===== config.mk =====
export PLATFORM = sky130hd
export DESIGN_NAME = brake_input_conditioner
export DESIGN_NICKNAME = d
export VERILOG_FILES = /design/src/rtl/brake_input_conditioner.sv
export SDC_FILE = /design/constraint.sdc
export NUM_CORES = 1
export LEC_CHECK = 0
export ABC_AREA = 0
export BUFFER_PORTS_ARGS = -buffer_cell sky130_fd_sc_hd__buf_4
export CAP_MARGIN = 40
export CORE_MARGIN = 5
export CORE_UTILIZATION = 55
export CTS_BUF_LIST = sky130_fd_sc_hd__clkbuf_2
export CTS_CLUSTER_DIAMETER = 40
export DETAILED_ROUTE_END_ITERATION = 8
export PLACE_DENSITY = 0.76
export SETUP_SLACK_MARGIN = 0.4
export SYNTH_ARGS = -nofsm -noshare
export SYNTH_HDL_FRONTEND = slang
export SYNTH_SLANG_ARGS = --single-unit

===== constraint.sdc =====
create_clock -name c50M -period 3.1 [get_ports c50M]
set_input_delay 0.155 -clock c50M [delete_from_list [all_inputs] [get_ports c50M]]
set_output_delay 0.155 -clock c50M [all_outputs]
set_load 0.01 [all_outputs]

===== src/rtl/brake_input_conditioner.sv =====
// Brake switch front end: two-flop synchroniser, counter debouncer and an
// attention-flash FSM that blinks the brake light before holding it steady.
module brake_input_conditioner #(
  parameter int DEBOUNCE_CYCLES   = 500000,
  parameter int FLASH_HALF_CYCLES = 3125000,
  parameter int FLASH_COUNT       = 3
) (
  input  logic c50M,
  input  logic reset,
  input  logic brakeSwitchRaw,
  output logic brakeDebounced,
  output logic brakeActive,
  output logic flashing
);

  localparam int DW = $clog2(DEBOUNCE_CYCLES + 1);
  localparam int PW = $clog2(FLASH_HALF_CYCLES + 1);
  localparam int FW = (FLASH_COUNT > 0) ? $clog2(FLASH_COUNT + 1) : 1;

  localparam logic [DW-1:0] DB_LAST    = DW'(DEBOUNCE_CYCLES - 1);
  localparam logic [PW-1:0] PHASE_LAST = PW'(FLASH_HALF_CYCLES - 1);
  localparam logic [FW-1:0] FLASH_LAST = FW'((FLASH_COUNT > 0) ? FLASH_COUNT - 1 : 0);

  typedef enum logic [1:0] {
    IDLE      = 2'd0,
    FLASH_ON  = 2'd1,
    FLASH_OFF = 2'd2,
    STEADY    = 2'd3
  } state_t;

  logic          s1_reg;
  logic          s2_reg;
  logic          stable_reg;
  logic [DW-1:0] db_cnt_reg;

  state_t        state_reg;
  state_t        state_next;
  logic [PW-1:0] phase_cnt_reg;
  logic [PW-1:0] phase_cnt_next;
  logic [FW-1:0] flash_cnt_reg;
  logic [FW-1:0] flash_cnt_next;

  // Any disagreement shorter than DEBOUNCE_CYCLES leaves stable_reg untouched.
  always_ff @(posedge c50M or posedge reset) begin
    if (reset) begin
      s1_reg     <= 1'b0;
      s2_reg     <= 1'b0;
      stable_reg <= 1'b0;
      db_cnt_reg <= '0;
    end else begin
      s1_reg <= brakeSwitchRaw;
      s2_reg <= s1_reg;
      if (s2_reg == stable_reg) begin
        db_cnt_reg <= '0;
      end else if (db_cnt_reg == DB_LAST) begin
        stable_reg <= s2_reg;
        db_cnt_reg <= '0;
      end else begin
        db_cnt_reg <= db_cnt_reg + 1'b1;
      end
    end
  end

  assign brakeDebounced = stable_reg;

  always_ff @(posedge c50M or posedge reset) begin
    if (reset) begin
      state_reg     <= IDLE;
      phase_cnt_reg <= '0;
      flash_cnt_reg <= '0;
    end else begin
      state_reg     <= state_next;
      phase_cnt_reg <= phase_cnt_next;
      flash_cnt_reg <= flash_cnt_next;
    end
  end

  always_comb begin
    state_next     = state_reg;
    phase_cnt_next = phase_cnt_reg;
    flash_cnt_next = flash_cnt_reg;
    case (state_reg)
      IDLE: begin
        phase_cnt_next = '0;
        flash_cnt_next = '0;
        if (stable_reg) begin
          state_next = (FLASH_COUNT == 0) ? STEADY : FLASH_ON;
        end
      end
      FLASH_ON: begin
        if (phase_cnt_reg == PHASE_LAST) begin
          phase_cnt_next = '0;
          state_next     = FLASH_OFF;
        end else begin
          phase_cnt_next = phase_cnt_reg + 1'b1;
        end
      end
      FLASH_OFF: begin
        if (phase_cnt_reg == PHASE_LAST) begin
          phase_cnt_next = '0;
          if (flash_cnt_reg == FLASH_LAST) begin
            state_next = STEADY;
          end else begin
            flash_cnt_next = flash_cnt_reg + 1'b1;
            state_next     = FLASH_ON;
          end
        end else begin
          phase_cnt_next = phase_cnt_reg + 1'b1;
        end
      end
      STEADY: begin
        state_next = STEADY;
      end
      default: begin
        state_next     = IDLE;
        phase_cnt_next = '0;
        flash_cnt_next = '0;
      end
    endcase
    // Release wins over any phase expiry so a re-press always starts a fresh sequence.
    if (!stable_reg) begin
      state_next     = IDLE;
      phase_cnt_next = '0;
      flash_cnt_next = '0;
    end
  end

  always_comb begin
    brakeActive = 1'b0;
    flashing    = 1'b0;
    case (state_reg)
      FLASH_ON: begin
        brakeActive = 1'b1;
        flashing    = 1'b1;
      end
      FLASH_OFF: begin
        flashing = 1'b1;
      end
      STEADY: begin
        brakeActive = 1'b1;
      end
      default: begin
        brakeActive = 1'b0;
        flashing    = 1'b0;
      end
    endcase
  end

endmodule


* Word-level counts from Yosys, hierarchy flattened
Index checks and enable logic that the tools add are counted.
** Word-level totals
- Register bits :: 48
- Output and inout port bits :: 3
** Operators by class
- Add/sub/neg operators :: 3
- Equality and inequality tests :: 12
- Mux-type cells :: 16
- Bitwise operators :: 1
- Reduce and logical (&&, ||, !) cells :: 6
** Operator list (count)
- $mux 22 :: 2
- $pmux 22 s2 :: 1
- $mux 19 :: 2
- $add 22x1->22 const B :: 1
- $eq 22x22->1 const B :: 1
- $add 19x1->19 const B :: 1
- $eq 19x19->1 const B :: 1
- $mux 2 :: 7
- $ne 3x3->1 const B :: 3
- $pmux 2 s4 :: 1
- $eq 2x2->1 const B :: 3
- $pmux 2 s2 :: 1
- $reduce_and 2->1 :: 2
- $reduce_or 2->1 :: 2
- $ne 3x1->1 const B :: 1
- $ne 3x2->1 const B :: 1
- $reduce_and 3->1 :: 1
- $add 2x1->2 const B :: 1
- $eq 2x1->1 const B :: 1
- $logic_not 2->1 :: 1
- $mux 1 :: 2
- $eq 1x1->1 :: 1
- $not 1->1 :: 1

* Depth between registers and ports, before layout
- Depth after elaboration :: 5
- Depth in mapped cells :: 7
- Depth with buffers taken out :: 7

* Worst setup path before layout
Ideal clock, no wire load.
- Kind :: register to register
- From :: register state_reg[0]
- To :: register phase_cnt_reg[21]
- Setup time :: 131 ps
- Data arrival time :: 1984 ps
- Required time :: 2969 ps
- Slack :: 984 ps
- Stages on the path, launching flop included :: 8
- Buffers on the path :: 0
- Cells stage by stage :: dfrtp_1 inv_1 ha_1 nor3b_1 or4_1 nor4_1 xnor2_1 nor2_1
** Between the ends
- Cells in the longest elaborated chain, start to end :: 4
- Elaborated cells on any way between the ends :: 7
- Those cells by class :: 3 x eq/ne; 2 x mux; 2 x reduce/logical
** RTL lines
- start: declaration :: RTL line 36 : state_t state_reg;
- start signal: assignment :: RTL line 72 : state_reg <= state_next;
- $eq 2x2->1 / $eq 2x1->1 (equally long branches) :: RTL line 82 : case (state_reg)
- $reduce_or 2->1 (no line)
- $pmux 22 s2 :: RTL line 82
- $mux 22 :: RTL line 121 : if (!stable_reg) begin
- end signal: assignment :: RTL line 73 : phase_cnt_reg <= phase_cnt_next;
- end: declaration :: RTL line 38 : logic [PW-1:0] phase_cnt_reg;
Parallel ways exist; a longest one is shown, timed or not.
A chain may end at the register's enable or synchronous reset.

* Worst setup path in the final report
Ends and elaborated chain as after synthesis.

==> impl_metrics.yaml <==
timing:
  grt_setup_unrepaired: "no"
  setup_ws_ps: 633
  finalSetupViolCount: 0
  finalSetupTns_ps: 0
  slew-limit-headroom_pct: 44.7
  clock.fmax_ghz: 0.405
  fin_crit_ps: 2470
  worst_slew_pin_slew_ps: 822
  hold_viol: 0
  holdWs_ps: 169
  min_period_over_period_pct: 79.6
  clock_skew_ps: 21.5
  slew_viol_final: 0
logic_synthesis:
  synth_top_cells_by_count: "dfrtp_1 (48), nor2_1 (38), nand3_1 (25)"
  synth.avg_cell_area_um2: 9.65
  yosys-top-cells-area: "dfrtp_1 (47%), nor2_1 (5.6%), xor2_1 (5.5%)"
  synth-edff-count: 0
  yosysWarnings: 0
  synth_cell_types: 46
  synthArstFlopShare_pct: 100
  netlist_instances: 264
  synth_ff_type: "dfrtp_1"
  synth-seq-cells: 48
  yosysSeqAreaShare_pct: 47.2
  synth_nets: 275
  synth_top_area_cell: "dfrtp_1"
  synthMostInstantiatedCell: "dfrtp_1"
  synth.top_cell.area_share_pct: 47.2
  syn_area_um2: 2550
clock_network:
  cts_resized: 0
  cts_root_buffer: "clkbuf_2"
  cts_post_setup_buffers_inserted: 0
  clkSlewWorstSetupHoldPaths_ps: 250
  cts_sinks: 48
  insertion_delay_ps: 440
  cts_made_buffers: 5
  tritoncts: "built"
  h-tree-depth: 2
  clk_path_buf_depth: 2
route:
  viasPerCell: 5.76
  postRouteWirelength_um: 4550
  post_drt_wl_per_cell_um: 13.9
  drc: 0
  dr.pass1.iters: 4
  drtIter0Drc: 118
  postRouteAntennaNets: 0
  vias: 1889
worst_setup_path:
  path_buf_inv: 2
  worstSetupPathType: "reg2reg"
  end_kind: "flip-flop"
  crit_chain: "inv_1 > ha_1 > nor3b_1 > buf_4 > or4_1 > nor4_1 > xnor2_1 > nor2_1"
  cp-start-kind: "flip-flop"
  critPathMaxFanout: 13
  arrival_ps: 2800
  cpPeakStageDelay_ps: 610
  critPathTopFamily: "simple AND/OR/NAND/NOR gates"
  slowest_stage: "or4_1"
  worstPathRequired_ps: 3430
placed_design:
  postPlaceCellArea_um2: 2640
  dp_hpwl_um: 3340
  io_buffers: 5
  place.gp.congestion: 0.839
  post-place-ws_ps: 683
die:
  core_area_um2: 4410
  start_util_pct: 57.7
  die_x_um: 78.1
  fp.dieH_um: 78.1
  ios: 6
  fp.dieArea_um2: 6090
  rows: 24
cells_and_area:
  synthToLayoutAreaGrowth_pct: 7.42
  largest_reg_flops: 22
  antenna_cells: 0
  seq_area_um2: 1200
  fin_nets: 286
  fillCellCount: 377
  fin_area_um2: 2740
  multiInputGateArea_um2: 1270
  drive_above_1_share_pct: 12.0
flow_run:
  max_cap_viol_count: 0
worst_hold_path:
  hp-class: "in2async"
grt:
  grt_overflow_total: 0
  antenna_found_initial: 0
  grt_pass1_wl_um: 8520
  grt_util_all_layers_pct: 17.3
  grt_max_degree: 36
  grt_pass1_vias: 1865
outcome:
  outcome: "complete, no violations"
power_and_ir_drop:
  leakage_nw: 1.14
  power.total_w: 0.00101
  p_per_area_nw_per_um2: 369
  ir_drop_mv: 0.244
power by group:
group / switching (W) / total [W] / leakage [nW] / internal (W)
Clock: 0.000206 / 0.000345 / 0.0431 / 0.000139
Sequential: 0.00000378 / 0.000636 / 0.664 / 0.000632
Combinational: 0.0000195 / 0.0000294 / 0.430 / 0.00000993
Total: 0.000229 / 0.00101 / 1.14 / 0.000781
metal layers:
metal / global-route usage [%] / share of wire [%]
met5: 0 / 0
met4: 6.59 / 1.7
met3: 3.89 / 3.7
met2: 26.3 / 47
met1: 24.1 / 48
per-stage QoR:
step	util [%]	instances
finish	62.0	328
global placement	59.4	317
CTS	62.0	328
detailed placement	59.9	318
global route	62.0	328
floorplan	-	264
worst reg2reg max path: cells and delay by family (launching register included):
kind / cells / cell delay (ps)
adders and majority gates: 1 / 360
DFF: 1 / 490
buffers and inverters: 2 / 270
xor gates and xnor gates: 1 / 160
and+or+nand+nor: 4 / 1080
path summary, 6_finish.rpt:
kind	end	slack [ps]	depth (start not counted)	start
worst min-delay path	phase_cnt_reg[1]	170	3	reset
max in group asynchronous	db_cnt_reg[14]	2440	4	reset
worst max register to register	phase_cnt_reg[21]	630	8	state_reg[0]
worst min register to register	s2_reg	390	0	s1_reg
worst max-delay path	phase_cnt_reg[21]	630	8	state_reg[0]
min in group c50M	s1_reg	340	2	brakeSwitchRaw
cell usage in the layout (no fill, tap or decap), drive strengths merged, types with 3 or more instances in the layout:
cell type,synthesis,layout
dfrtp,48,48
nor2,39,39
nand3,25,25
nand2,22,22
xor2,16,16
xnor2,12,12
inv,10,10
nand4,9,9
ha,8,8
nor3,7,7
a21oi,7,7
buf,3,7
o21ai,6,6
clkbuf,2,5
nor4,5,5
or3,5,5
and4,5,5
nand2b,4,4
mux2i,4,4
or2,4,4
and3,3,3
nor3b,3,3
or4,3,3
repair_timing:
action,in CTS,in global routing
endpoints found under the setup margin,0,0
hold buffers,2,0
hold endpoints to repair,49,0
logic make-up (layout without fill, tap and decap cells):
kind of cell             Yosys count  in the layout  share of synthesized area, %
buffers and inverters             15             27                          2.80
multiplexers                       5              5                          2.01
adder cells (fa/ha/maj)            8              8                          3.93
AND/OR/NAND/NOR                  138            138                          28.7
AO/OA/AOI/OAI                     22             22                          5.80
flip-flops                        48             48                          47.2
XOR/XNOR                          28             28                          9.63
final cells by class:
cell class / instances / share of cell area (%)
Timing Repair Buffer: 9 / 3.11
Multi-Input combinational cell: 201 / 46.6
Clock buffer: 5 / 0.914
Sequential cell: 48 / 43.9
Inverter: 10 / 1.37
Tap cell: 52 / 2.38
Clock inverter: 3 / 1.74
No activity file was read; power rests on OpenSTA's default activity.
